`config.mk`:
```
export PLATFORM = sky130hd
export DESIGN_NAME = text_pixel_pipe_flat
export DESIGN_NICKNAME = d
export VERILOG_FILES = /design/src/rtl/text_pixel_pipe_if.sv /design/src/rtl/text_pixel_pipe.sv /design/src/flat_wrapper.sv
export SDC_FILE = /design/constraint.sdc
export NUM_CORES = 1
export LEC_CHECK = 0
export CORE_ASPECT_RATIO = 1.1
export CORE_MARGIN = 5
export CORE_UTILIZATION = 41
export DETAILED_ROUTE_END_ITERATION = 7
export PLACE_DENSITY = 0.81
export RECOVER_POWER = 50
export SLEW_MARGIN = 20
export SYNTH_ARGS = -nofsm -noshare
export SYNTH_HDL_FRONTEND = slang
export SYNTH_SLANG_ARGS = --single-unit
```
`constraint.sdc`:
```
create_clock -name clk -period 3.7 [get_ports clk]
set_clock_uncertainty 0.2 [all_clocks]
set_input_delay 0.74 -clock clk [delete_from_list [all_inputs] [get_ports clk]]
set_output_delay 0.74 -clock clk [all_outputs]
set_load 0.005 [all_outputs]
```
`src/rtl/text_pixel_pipe_if.sv`:
```
// rtl/text_pixel_pipe_if.sv - position, memory and pixel signals of the text pixel pipe
interface text_pixel_pipe_if;
  logic [9:0]  dot_counter;
  logic [8:0]  scanline_counter;
  logic [11:0] cursor_pos;
  logic        cursor_en;
  logic [11:0] char_addr;
  logic [7:0]  char_data;
  logic [10:0] font_addr;
  logic [7:0]  font_data;
  logic        pixel_on;
  logic        pixel_valid;

  modport master (
    output dot_counter, scanline_counter, cursor_pos, cursor_en, char_data, font_data,
    input  char_addr, font_addr, pixel_on, pixel_valid
  );

  modport slave (
    input  dot_counter, scanline_counter, cursor_pos, cursor_en, char_data, font_data,
    output char_addr, font_addr, pixel_on, pixel_valid
  );
endinterface

```
`src/rtl/text_pixel_pipe.sv`:
```
// rtl/text_pixel_pipe.sv - text RAM / font ROM fetch and glyph serialiser, 3-clock latency
module text_pixel_pipe #(
  parameter int H_VISIBLE    = 640,
  parameter int V_VISIBLE    = 480,
  parameter int COLS         = 80,
  parameter int BLINK_FRAMES = 30
) (
  input logic              clk,
  input logic              rst,
  text_pixel_pipe_if.slave vid
);

  localparam logic [9:0] H_VIS = 10'(H_VISIBLE);
  localparam logic [8:0] V_VIS = 9'(V_VISIBLE);
  localparam int         CNT_W = (BLINK_FRAMES > 1) ? $clog2(BLINK_FRAMES) : 1;
  localparam logic [CNT_W-1:0] BLINK_LAST = CNT_W'(BLINK_FRAMES - 1);

  logic [6:0]  col;
  logic [3:0]  glyph_row;
  logic [4:0]  text_row;
  logic [11:0] char_addr_w;
  logic        vis_w;
  logic        frame_start;
  logic        cursor_hit;

  logic [CNT_W-1:0] blink_cnt_q, blink_cnt_d;
  logic             blink_phase_q, blink_phase_d;

  logic       vis_s1_q, cur_s1_q;
  logic [2:0] dotx_s1_q;
  logic [3:0] grow_s1_q;

  logic       vis_s2_q, cur_s2_q, inv_s2_q;
  logic [2:0] dotx_s2_q;
  logic [3:0] grow_s2_q;

  logic pixel_on_q, pixel_valid_q;
  logic dot_bit;

  always_comb begin
    col         = vid.dot_counter[9:3];
    glyph_row   = vid.scanline_counter[3:0];
    text_row    = vid.scanline_counter[8:4];
    char_addr_w = 12'(text_row) * 12'(COLS) + 12'(col);
    vis_w       = (vid.dot_counter < H_VIS) && (vid.scanline_counter < V_VIS);
    frame_start = (vid.dot_counter == 10'd0) && (vid.scanline_counter == 9'd0);
    cursor_hit  = vid.cursor_en && (char_addr_w == vid.cursor_pos);
  end

  always_comb begin
    blink_cnt_d   = blink_cnt_q;
    blink_phase_d = blink_phase_q;
    if (frame_start) begin
      if (blink_cnt_q == BLINK_LAST) begin
        blink_cnt_d   = '0;
        blink_phase_d = ~blink_phase_q;
      end else begin
        blink_cnt_d = blink_cnt_q + 1'b1;
      end
    end
  end

  always_ff @(posedge clk) begin
    if (rst) begin
      blink_cnt_q   <= '0;
      blink_phase_q <= 1'b1;
    end else begin
      blink_cnt_q   <= blink_cnt_d;
      blink_phase_q <= blink_phase_d;
    end
  end

  // The blink phase is folded into the cursor flag at sample time, so a
  // toggle on a frame-start edge never reaches dots already in flight.
  always_ff @(posedge clk) begin
    if (rst) begin
      vis_s1_q  <= 1'b0;
      cur_s1_q  <= 1'b0;
      dotx_s1_q <= '0;
      grow_s1_q <= '0;
      vis_s2_q  <= 1'b0;
      cur_s2_q  <= 1'b0;
      inv_s2_q  <= 1'b0;
      dotx_s2_q <= '0;
      grow_s2_q <= '0;
    end else begin
      vis_s1_q  <= vis_w;
      cur_s1_q  <= cursor_hit && blink_phase_d;
      dotx_s1_q <= vid.dot_counter[2:0];
      grow_s1_q <= glyph_row;
      vis_s2_q  <= vis_s1_q;
      cur_s2_q  <= cur_s1_q;
      inv_s2_q  <= vid.char_data[7];
      dotx_s2_q <= dotx_s1_q;
      grow_s2_q <= grow_s1_q;
    end
  end

  always_comb begin
    dot_bit = vid.font_data[3'd7 - dotx_s2_q];
    if (cur_s2_q && (grow_s2_q >= 4'd14)) begin
      dot_bit = 1'b1;
    end
    dot_bit = dot_bit ^ inv_s2_q;
  end

  always_ff @(posedge clk) begin
    if (rst) begin
      pixel_on_q    <= 1'b0;
      pixel_valid_q <= 1'b0;
    end else begin
      pixel_on_q    <= vis_s2_q && dot_bit;
      pixel_valid_q <= vis_s2_q;
    end
  end

  assign vid.char_addr   = char_addr_w;
  assign vid.font_addr   = {vid.char_data[6:0], grow_s1_q};
  assign vid.pixel_on    = pixel_on_q;
  assign vid.pixel_valid = pixel_valid_q;

endmodule

```
`src/flat_wrapper.sv`:
```
// flat-port wrapper written by rule: the top's interface ports become plain ports
module text_pixel_pipe_flat 
#(
  parameter int H_VISIBLE    = 640,
  parameter int V_VISIBLE    = 480,
  parameter int COLS         = 80,
  parameter int BLINK_FRAMES = 30
)
  (clk, rst, vid_dot_counter, vid_scanline_counter, vid_cursor_pos, vid_cursor_en, vid_char_data, vid_font_data, vid_char_addr, vid_font_addr, vid_pixel_on, vid_pixel_valid);
  text_pixel_pipe_if vid_i ();
  input logic clk;
  input logic rst;
  input wire logic [$bits(vid_i.dot_counter)-1:0] vid_dot_counter;
  input wire logic [$bits(vid_i.scanline_counter)-1:0] vid_scanline_counter;
  input wire logic [$bits(vid_i.cursor_pos)-1:0] vid_cursor_pos;
  input wire logic [$bits(vid_i.cursor_en)-1:0] vid_cursor_en;
  input wire logic [$bits(vid_i.char_data)-1:0] vid_char_data;
  input wire logic [$bits(vid_i.font_data)-1:0] vid_font_data;
  output wire logic [$bits(vid_i.char_addr)-1:0] vid_char_addr;
  output wire logic [$bits(vid_i.font_addr)-1:0] vid_font_addr;
  output wire logic [$bits(vid_i.pixel_on)-1:0] vid_pixel_on;
  output wire logic [$bits(vid_i.pixel_valid)-1:0] vid_pixel_valid;
  assign vid_i.dot_counter = vid_dot_counter;
  assign vid_i.scanline_counter = vid_scanline_counter;
  assign vid_i.cursor_pos = vid_cursor_pos;
  assign vid_i.cursor_en = vid_cursor_en;
  assign vid_i.char_data = vid_char_data;
  assign vid_i.font_data = vid_font_data;
  assign vid_char_addr = vid_i.char_addr;
  assign vid_font_addr = vid_i.font_addr;
  assign vid_pixel_on = vid_i.pixel_on;
  assign vid_pixel_valid = vid_i.pixel_valid;
  text_pixel_pipe #(.H_VISIBLE(H_VISIBLE), .V_VISIBLE(V_VISIBLE), .COLS(COLS), .BLINK_FRAMES(BLINK_FRAMES)) u_core (.clk(clk), .rst(rst), .vid(vid_i));
endmodule
```
Word level (Yosys, flattened, before mapping)

Index checks and enable logic that the tools add are counted.

Register bits: 27
Output and inout port bits: 25
Word-level logic and storage cells: 39

Add/sub/neg operators: 3
Multipliers: 1
Order comparisons: 4
Equality and inequality tests: 2
Mux-type cells: 6
Bitwise gates (word level): 2
Reduce and logical (&&, ||, !) cells: 8

Operators with widths:

| cell                 | number |
|---|---|
| $add 12x7->12        | 1 |
| $eq 12x12->1         | 1 |
| $logic_not 10->1     | 1 |
| $lt 10x10->1 const B | 1 |
| $logic_not 9->1      | 1 |
| $lt 9x9->1 const B   | 1 |
| $mul 5x3->8 const B  | 1 |
| $logic_and 1x1->1    | 6 |
| $add 5x1->5 const B  | 1 |
| $eq 5x5->1 const B   | 1 |
| $mux 5               | 1 |
| $ge 4x4->1 const B   | 1 |
| $lt 3x4->1 const B   | 1 |
| $mux 1               | 4 |
| $bmux 1 s3           | 1 |
| $sub 3x3->3 const A  | 1 |
| $not 1->1            | 1 |
| $xor 1x1->1          | 1 |

Logic depth before layout (Yosys ltp)

Gate-level depths: netlist (run 1).

Word-level depth: 6
Gate-level depth with buffers: 8
Depth with buffers taken out: 8

Worst setup path before layout (run 1)

Ideal clock, no wire load.

Path type: input to register
From: input vid_scanline_counter[5]
To: register u_core.cur_s1_q
Setup time: 0.103 ns
Data arrival time: 2.952 ns
Required time: 3.397 ns
Setup slack: 0.444 ns
Cell stages on the path: 8
Path buffers: 0
Cells stage by stage: ha_1 -> ha_1 -> fa_1 -> xor2_1 -> o2111ai_2 -> xnor2_1 -> or3b_2 -> a2111oi_2

Longest elaborated chain between the ends: 5

Ends and longest elaborated chain:

| element              | line                  | source |
|---|---|---|
| from (decl)          | flat_wrapper.sv:14    | `input wire logic [$bits(vid_i.scanline_counter)-1:0] vid_scanline_counter;` |
| $mul 5x3->8          | text_pixel_pipe.sv:44 | `char_addr_w = 12'(text_row) * 12'(COLS) + 12'(col);` |
| $add 12x7->12        | text_pixel_pipe.sv:44 |  |
| $eq 12x12->1         | text_pixel_pipe.sv:47 | `cursor_hit = vid.cursor_en && (char_addr_w == vid.cursor_pos);` |
| $logic_and 1x1->1    | text_pixel_pipe.sv:47 |  |
| $logic_and 1x1->1 *  | text_pixel_pipe.sv:88 | `cur_s1_q <= cursor_hit && blink_phase_d;` |
| to (signal assigned) | text_pixel_pipe.sv:88 |  |
| to (decl)            | text_pixel_pipe.sv:29 | `logic vis_s1_q, cur_s1_q;` |

Mark *: on every way between the ends. The rest lies on a longest branch, timed or not.
A chain may end at the register's enable or synchronous reset.

Final worst setup path (run 1)

From: input vid_scanline_counter[5]
To: output vid_char_addr[9]

Longest elaborated chain between the ends: 2

Ends and longest elaborated chain:

| element       | line                  | source |
|---|---|---|
| $mul 5x3->8   | text_pixel_pipe.sv:44 |  |
| $add 12x7->12 | text_pixel_pipe.sv:44 |  |
| to (decl)     | flat_wrapper.sv:19    | `output wire logic [$bits(vid_i.char_addr)-1:0] vid_char_addr;` |

Every way passes these cells.

==> metrics.csv, run 1 <==
metric;value;unit
status;completed;
antenna_found_initial;0;
use_met1;0.178;
holdWs;248;ps
drive_gt1_frac;0.228;
place_inst;280;
htreeDepth;1;
r2r_slack;2000;ps
period_share;0.989;
use_met3;0.0493;
period_minus_slack;3660;ps
initial_core_util;0.428;
synth_compound_area_frac;0.0856;
cts_tree;built;
n_fill_cell;302;
synth_cells;161;
slowest_stage;fa_2;
place.gp.congestion;0.844;
clkLatencyLatePin;260;ps
antenna_cells;0;
syn_nets;224;
met2_usage;0.308;
slew_violations;0;
final_area;2480;um^2
setup_tns;0;ps
gr-usage-all-layers;0.165;
clock_sinks;26;
grt_first_pass_wirelength;6400;um
synth_top_family_by_area;simple AND/OR/NAND/NOR gates;
synth_xor_xnor_area_share;0.149;
routedWlPerCell;14.6;um
p_leak;1.02;nW
p_total;757;uW
hpwl;3380;um
numCtsBuffers;3;
nets;305;
crit_chain;dlygate4sd2_1 > ha_1 > ha_4 > fa_2 > o211ai_1 > buf_4 > nor2_4 > xnor2_2 > buf_2;
ys.warnings.count;0;
synthAdderAreaFrac;0.114;
crit_arrival;2720;ps
mappedNetlistArea;1560;um^2
vias;1442;
finalHoldViolCount;0;
synth_edf_count;0;
required;2760;ps
synth_flop_cell;dfxtp_1;
grt_overflow;0;
power_density;305;nW/um^2
yosys_register_bits;26;
grt_max_degree;21;
rsz0062_at_grt;true;
slew_headroom;0.490;
dpl_cell_area;2300;um^2
drt_iter0_markers;56;
maxCapViolations;0;
busiest_layer;met2;
first_global_vias;1410;
drc;0;
layout_commonest_cell;clkdlybuf4s50_1;
synth.avg_cell_area;9.71;um^2
cp_slowest_stage_delay;530;ps
critPathMaxFanout;2;
routed_wl;4250;um
rows;23;
hp-class;reg -> reg;
ys_seq_area_frac;0.333;
clock.fmax;0.273;GHz
layout.cells.non_filler;291;
layout_common_cells;48 x clkdlybuf4s50_1, 27 x buf_4, 26 x dfxtp_1;
first_pass_iters;4;
fp.dieH;74.8;um
ant_nets;0;
cts-root-buf;clkbuf_8;
tightest_slew;765;ps
portBuffers;60;
design.core.area;3650;um^2
setup_viol;0;
die_w;68.9;um
synth_cell_types;39;
die_area;5150;um^2
synthMuxAreaShare;0.0352;
cts_max_path_buffers;2;
irDropWorstVdd;0.000148;V
synthArstFlopShare;0;
avgViaCountPerCell;4.96;
cp-end-kind;output pin;
critPathLaunchType;input port;
clkTransAtPathRegs;80;ps
area_growth;58.5;%
synth-simple-area-share;0.207;
critPathKind;in -> out;
io_pins;75;
[metrics by stage]
step | setup WS (ps) | util
2_1_floorplan | 444 | -
3_3_place_gp | -451 | 0.630
3_5_place_dp | -502 | 0.630
4_1_cts | -9.45 | 0.672
5_1_grt | -24.8 | 0.678
6_report | 41.4 | 0.678
[cells by family (layout without fill, tap and decap cells)]
logic type / count (synthesis) / in the layout
multiplexers: 3 / 3
buffers and inverters: 21 / 101
AND/OR/NAND/NOR: 59 / 59
adder cells (fa/ha/maj): 13 / 13
AO/OA/AOI/OAI: 16 / 16
flip-flops: 26 / 26
XOR/XNOR: 23 / 23
[synth_stat cells, drive strengths merged, types with 2 or more instances]
cell type | count | area [um^2]
nor4 | 7 | 43.8
nand2 | 8 | 30.0
inv | 8 | 30.0
buf | 11 | 82.6
xor2 | 8 | 70.1
clkbuf | 2 | 7.51
nor2 | 11 | 43.8
xor3 | 2 | 48.8
o2111ai | 2 | 23.8
nand4 | 3 | 18.8
nor2b | 18 | 113
a2111oi | 2 | 23.8
xnor2 | 13 | 114
nor3 | 5 | 25.0
dfxtp | 26 | 521
a21oi | 2 | 10.0
o21ai | 2 | 10.0
fa | 2 | 40.0
a211oi | 2 | 20.0
a21o | 2 | 15.0
o211ai | 2 | 15.0
mux4 | 2 | 45.0
ha | 11 | 138
[area by class of cell]
| cell class | instances | area (um^2) | area share |
|---|---|---|---|
| multi-input combinational | 114 | 1010 | 0.407 |
| timing repair buffer | 89 | 801 | 0.323 |
| tap | 50 | 62.6 | 0.0252 |
| clock buffer | 4 | 55.1 | 0.0222 |
| inverter | 8 | 30.0 | 0.0121 |
| sequential | 26 | 520 | 0.210 |
[worst max-delay path, delay by kind of cell]
family          cells  cell delay [ps]
compound gates      1              130
fa+ha+maj           3             1020
simple gates        1              110
buf+inv             3              580
xor+xnor            1              130
[sequential cells by signal (all words and copies together) (netlist names), 3 cells and up]
| register | cells |
|---|---|
| u_core.blink_cnt_q | 5 |
| u_core.grow_s1_q | 4 |
| u_core.dotx_s2_q | 3 |
| u_core.dotx_s1_q | 3 |
| u_core.grow_s2_q | 3 |
[repair_timing]
action	in CTS	in global routing
pin swaps	8	6
buffers inserted	7	0
hold buffers	0	0
endpoints found under the setup margin	7	5
resized for setup	31	5
[final timing paths]
kind / startpoint / to / depth (start not counted)
min: u_core.cur_s1_q / u_core.cur_s2_q / 1
max: vid_scanline_counter[5] / vid_char_addr[9] / 9
max reg2reg: u_core.blink_cnt_q[0] / u_core.cur_s1_q / 5
min reg2reg: u_core.cur_s1_q / u_core.cur_s2_q / 1
[power by group]
| group | internal [mW] | switching [mW] | leakage [nW] |
|---|---|---|---|
| Sequential | 0.289 | 0.00370 | 0.213 |
| Clock | 0.0949 | 0.0811 | 0.0288 |
| Combinational | 0.176 | 0.112 | 0.777 |
[per-layer routing]
| layer | share of wire | vias up |
|---|---|---|
| met4 | 0.0042 | 0 |
| met2 | 0.51 | 56 |
| li1 | - | 709 |
| met3 | 0.10 | 2 |
| met1 | 0.38 | 675 |
| met5 | 0 | - |
(Power assumes the default switching activity.)
==> run 2: changes to the inputs <==
- GPL_TIMING_DRIVEN: not set -> 0
- REMOVE_ABC_BUFFERS: not set -> 1
==> metrics.csv, run 2 (same netlist as run 1, synthesis figures left out) <==
metric;value;unit
period_share;0.979;
die_w;68.9;um
layout_common_cells;49 x clkdlybuf4s50_1, 26 x dfxtp_1, 17 x nor2b_1;
layout_commonest_cell;clkdlybuf4s50_1;
critPathMaxFanout;5;
reg_top3;u_core.blink_cnt_q x5, u_core.grow_s1_q x4;
cts_max_path_buffers;2;
drc;0;
grt_max_degree;22;
design.core.area;3650;um^2
r2r-end;u_core.cur_s1_q;
seq_power_share;0.405;
min_from;u_core.dotx_s1_q[0];
final_area;2310;um^2
clkLatencyLatePin;260;ps
period_minus_slack;3620;ps
initial_core_util;0.428;
antenna_found_initial;0;
first_global_vias;1300;
critPathLaunchType;input port;
crit_arrival;2680;ps
r2r_slack;2010;ps
place.gp.congestion;0.837;
p_leak;0.897;nW
area_growth;47.5;%
routedWlPerCell;14.2;um
preCtsSetupSlack;-696;ps
portBuffers;60;
clock_sinks;26;
holdWs;243;ps
ant_nets;0;
holdBufCountCts;0;
io_pins;75;
whs_path_depth;1;
grt_first_pass_wirelength;5670;um
die_area;5150;um^2
rows;23;
clock.fmax;0.276;GHz
gr-usage-all-layers;0.144;
r2r_start;u_core.blink_cnt_q[0];
p_total;720;uW
hold_end;u_core.dotx_s2_q[0];
avgViaCountPerCell;4.93;
dpl_cell_area;2140;um^2
drt_iter0_markers;58;
finalHoldViolCount;0;
status;completed;
maxCapViolations;0;
cp-end-kind;output pin;
clkTransAtPathRegs;80;ps
reg2reg_depth;5;
required;2760;ps
slew_violations;0;
p_switching;183;uW
tightest_slew;670;ps
htreeDepth;1;
irDropWorstVdd;0.000145;V
cts_tree;built;
slew_headroom;0.552;
fp.dieH;74.8;um
p_sw_frac;0.254;
grt_overflow;0;
first_pass_iters;4;
comb_power_share;0.350;
vias;1332;
pwr-share-clk;0.244;
p_int;537;uW
nets;284;
setup_viol;0;
largest_register_ff_count;5;
antenna_cells;0;
hpwl;2880;um
drive_gt1_frac;0.159;
power_density;312;nW/um^2
routed_wl;3840;um
cts-root-buf;clkbuf_8;
numCtsBuffers;3;
fin_ws;79.1;ps
critPathKind;in -> out;
max_flop_register;u_core.blink_cnt_q;
hp-class;reg -> reg;
[run 2: worst max-delay path, stage by stage]
cell	delay [ps]
clkdlybuf4s15_1	310
ha_4	300
fa_2	590
o211ai_1	150
nor3_2	190
nand2_1	90
nand2_1	70
dlygate4sd2_1	230
[run 2: repair_timing]
action,CTS,global route
endpoints found under the setup margin,5,5
gates resized for setup,22,14
setup buffers,5,3
pin swaps,6,3
[run 2: metrics by stage]
| step | TNS, ps | instances | utilization |
|---|---|---|---|
| final | 0 | 270 | 0.631 |
| after global routing | -31.3 | 270 | 0.631 |
| after CTS | -22.3 | 267 | 0.615 |
| after detailed placement | -2770 | 258 | 0.585 |
| after global placement | -2700 | 258 | 0.585 |
| after floorplan | 0 | 148 | - |
[run 2: how the worst max path moves through the flow]
stage                        endpoint  slack [ps]                     from  depth (start not counted)
finish              vid_char_addr[11]          80  vid_scanline_counter[8]                          8
global route        vid_char_addr[11]         -30  vid_scanline_counter[8]                          8
CTS                  vid_char_addr[7]         -20  vid_scanline_counter[6]                          7
detailed placement  vid_char_addr[11]        -700  vid_scanline_counter[5]                          9
global placement    vid_char_addr[11]        -680  vid_scanline_counter[5]                          9
floorplan             u_core.cur_s1_q         440  vid_scanline_counter[5]                          8
[run 2: area by class of cell]
cell class | instances | area, um^2
Tap cell | 50 | 62.6
Sequential cell | 26 | 520
Inverter | 8 | 30.0
Clock buffer | 4 | 55.1
Timing Repair Buffer | 68 | 641
Fill cell | 294 | 1350
Multi-Input combinational cell | 114 | 998
[run 2: power groups by stage]
stage	Combinational, mW	Sequential, mW	Clock [mW]
after detailed placement	0.230	0.299	0
after global routing	0.274	0.293	0.195
after CTS	0.238	0.292	0.181
final	0.252	0.292	0.176
after global placement	0.228	0.298	0
after floorplan	0.110	0.298	0
[run 2: routing by layer]
metal	up-vias	routed length, um	GRT usage
met5	-	0	0
met4	0	28	0.0476
met3	4	347	0.0403
met2	57	1950	0.253
met1	609	1520	0.167
li1	662	-	-
==> run 3: changes to the inputs <==
- CORE_ASPECT_RATIO: 1.1 -> 1.2
==> metrics.csv, run 3 (same netlist as run 1, synthesis figures left out) <==
metric;value;unit
cts-root-buf;clkbuf_8;
antenna_found_initial;0;
hp-class;reg -> reg;
layout.cells.non_filler;276;
die_w;66.4;um
crit_chain;dlygate4sd2_1 > ha_2 > ha_2 > fa_2 > o211ai_1 > buf_4 > nor2_4 > xnor2_2 > buf_2;
crit_arrival;2710;ps
gr-usage-all-layers;0.149;
antenna_cells;0;
multi_input_area;1010;um^2
place.gp.congestion;0.835;
final_area;2340;um^2
max_flop_register;u_core.blink_cnt_q;
grt_max_degree;22;
status;completed;
critPathLaunchType;input port;
first_pass_iters;4;
clkLatencyLatePin;260;ps
regArea;520;um^2
drt_iter0_markers;20;
n_fill_cell;311;
hpwl;2940;um
reg_top3;u_core.blink_cnt_q x5, u_core.grow_s1_q x4;
holdWs;244;ps
nets;288;
irDropWorstVdd;0.000151;V
place_inst;260;
slew_violations;0;
layout_common_cells;50 x clkdlybuf4s50_1, 26 x dfxtp_1, 17 x nor2b_1;
period_share;0.988;
tightest_slew;710;ps
cts_max_path_buffers;2;
crit_buf_inv;3;
fin_ws;45.4;ps
cts_tree;built;
layout_commonest_cell;clkdlybuf4s50_1;
preCtsSetupSlack;-738;ps
power_density;317;nW/um^2
p_leak;0.904;nW
critPathKind;in -> out;
htreeDepth;1;
ant_nets;0;
io_pins;75;
dpl_cell_area;2140;um^2
slew_headroom;0.525;
clock.fmax;0.274;GHz
cp_slowest_stage_delay;560;ps
die_area;5150;um^2
routedWlPerCell;14.3;um
clock_sinks;26;
finalHoldViolCount;0;
required;2760;ps
fp.dieH;77.7;um
design.core.area;3660;um^2
vias;1383;
initial_core_util;0.427;
numCtsBuffers;3;
period_minus_slack;3650;ps
first_global_vias;1412;
routed_wl;3940;um
final_core_util;0.639;
largest_register_ff_count;5;
grt_overflow;0;
rows;24;
slowest_stage;fa_2;
drive_gt1_frac;0.192;
clkTransAtPathRegs;90;ps
critPathMaxFanout;3;
drc;0;
maxCapViolations;0;
portBuffers;60;
area_growth;49.6;%
crit_family;adder cells;
setup_viol;0;
grt_first_pass_wirelength;6140;um
cp-end-kind;output pin;
crit_path_frequent_cell;ha_2;
avgViaCountPerCell;5.01;
run 3: stage by stage:
stage / setup TNS (ps) / total power [mW]
6_report: 0 / 0.743
5_1_grt: -66.5 / 0.782
4_1_cts: -15.3 / 0.729
3_5_place_dp: -2900 / 0.530
3_3_place_gp: -2680 / 0.528
2_1_floorplan: 0 / 0.409
run 3: layout make-up:
class	instances	area share
multi-input cells	114	0.433
repair buffers	72	0.281
flip-flops and latches	26	0.222
well taps	52	0.0278
clock buffers	4	0.0235
inverters	8	0.0128
run 3: what timing repair did:
| item | in CTS | in global routing |
|---|---|---|
| gates resized for setup | 29 | 12 |
| gates cloned | 0 | 0 |
| pin swaps | 7 | 7 |
| endpoints found under the hold margin | 0 | 0 |
| hold buffers | 0 | 0 |
| setup buffers | 7 | 5 |
| setup endpoints to repair | 7 | 6 |
run 3: routing by layer:
metal,global-route usage,up-vias,wire (um)
met4,0.0671,0,119
met2,0.257,79,1880
met5,0,-,0
li1,-,671,-
met3,0.0462,10,397
met1,0.164,623,1540
run 3: where the power goes:
part           switching [mW]  internal, mW  leakage, nW
registers             0.00304         0.289        0.213
clock network          0.0811        0.0948       0.0288
logic                   0.112         0.163        0.662
run 3: final timing paths:
path / startpoint / depth (start not counted) / slack (ps) / endpoint
worst min-delay path: u_core.dotx_s1_q[0] / 1 / 240 / u_core.dotx_s2_q[0]
worst max-delay path: vid_scanline_counter[4] / 9 / 50 / vid_char_addr[9]
worst max register to register: u_core.blink_cnt_q[0] / 5 / 1990 / u_core.cur_s1_q
worst min register to register: u_core.dotx_s1_q[0] / 1 / 240 / u_core.dotx_s2_q[0]
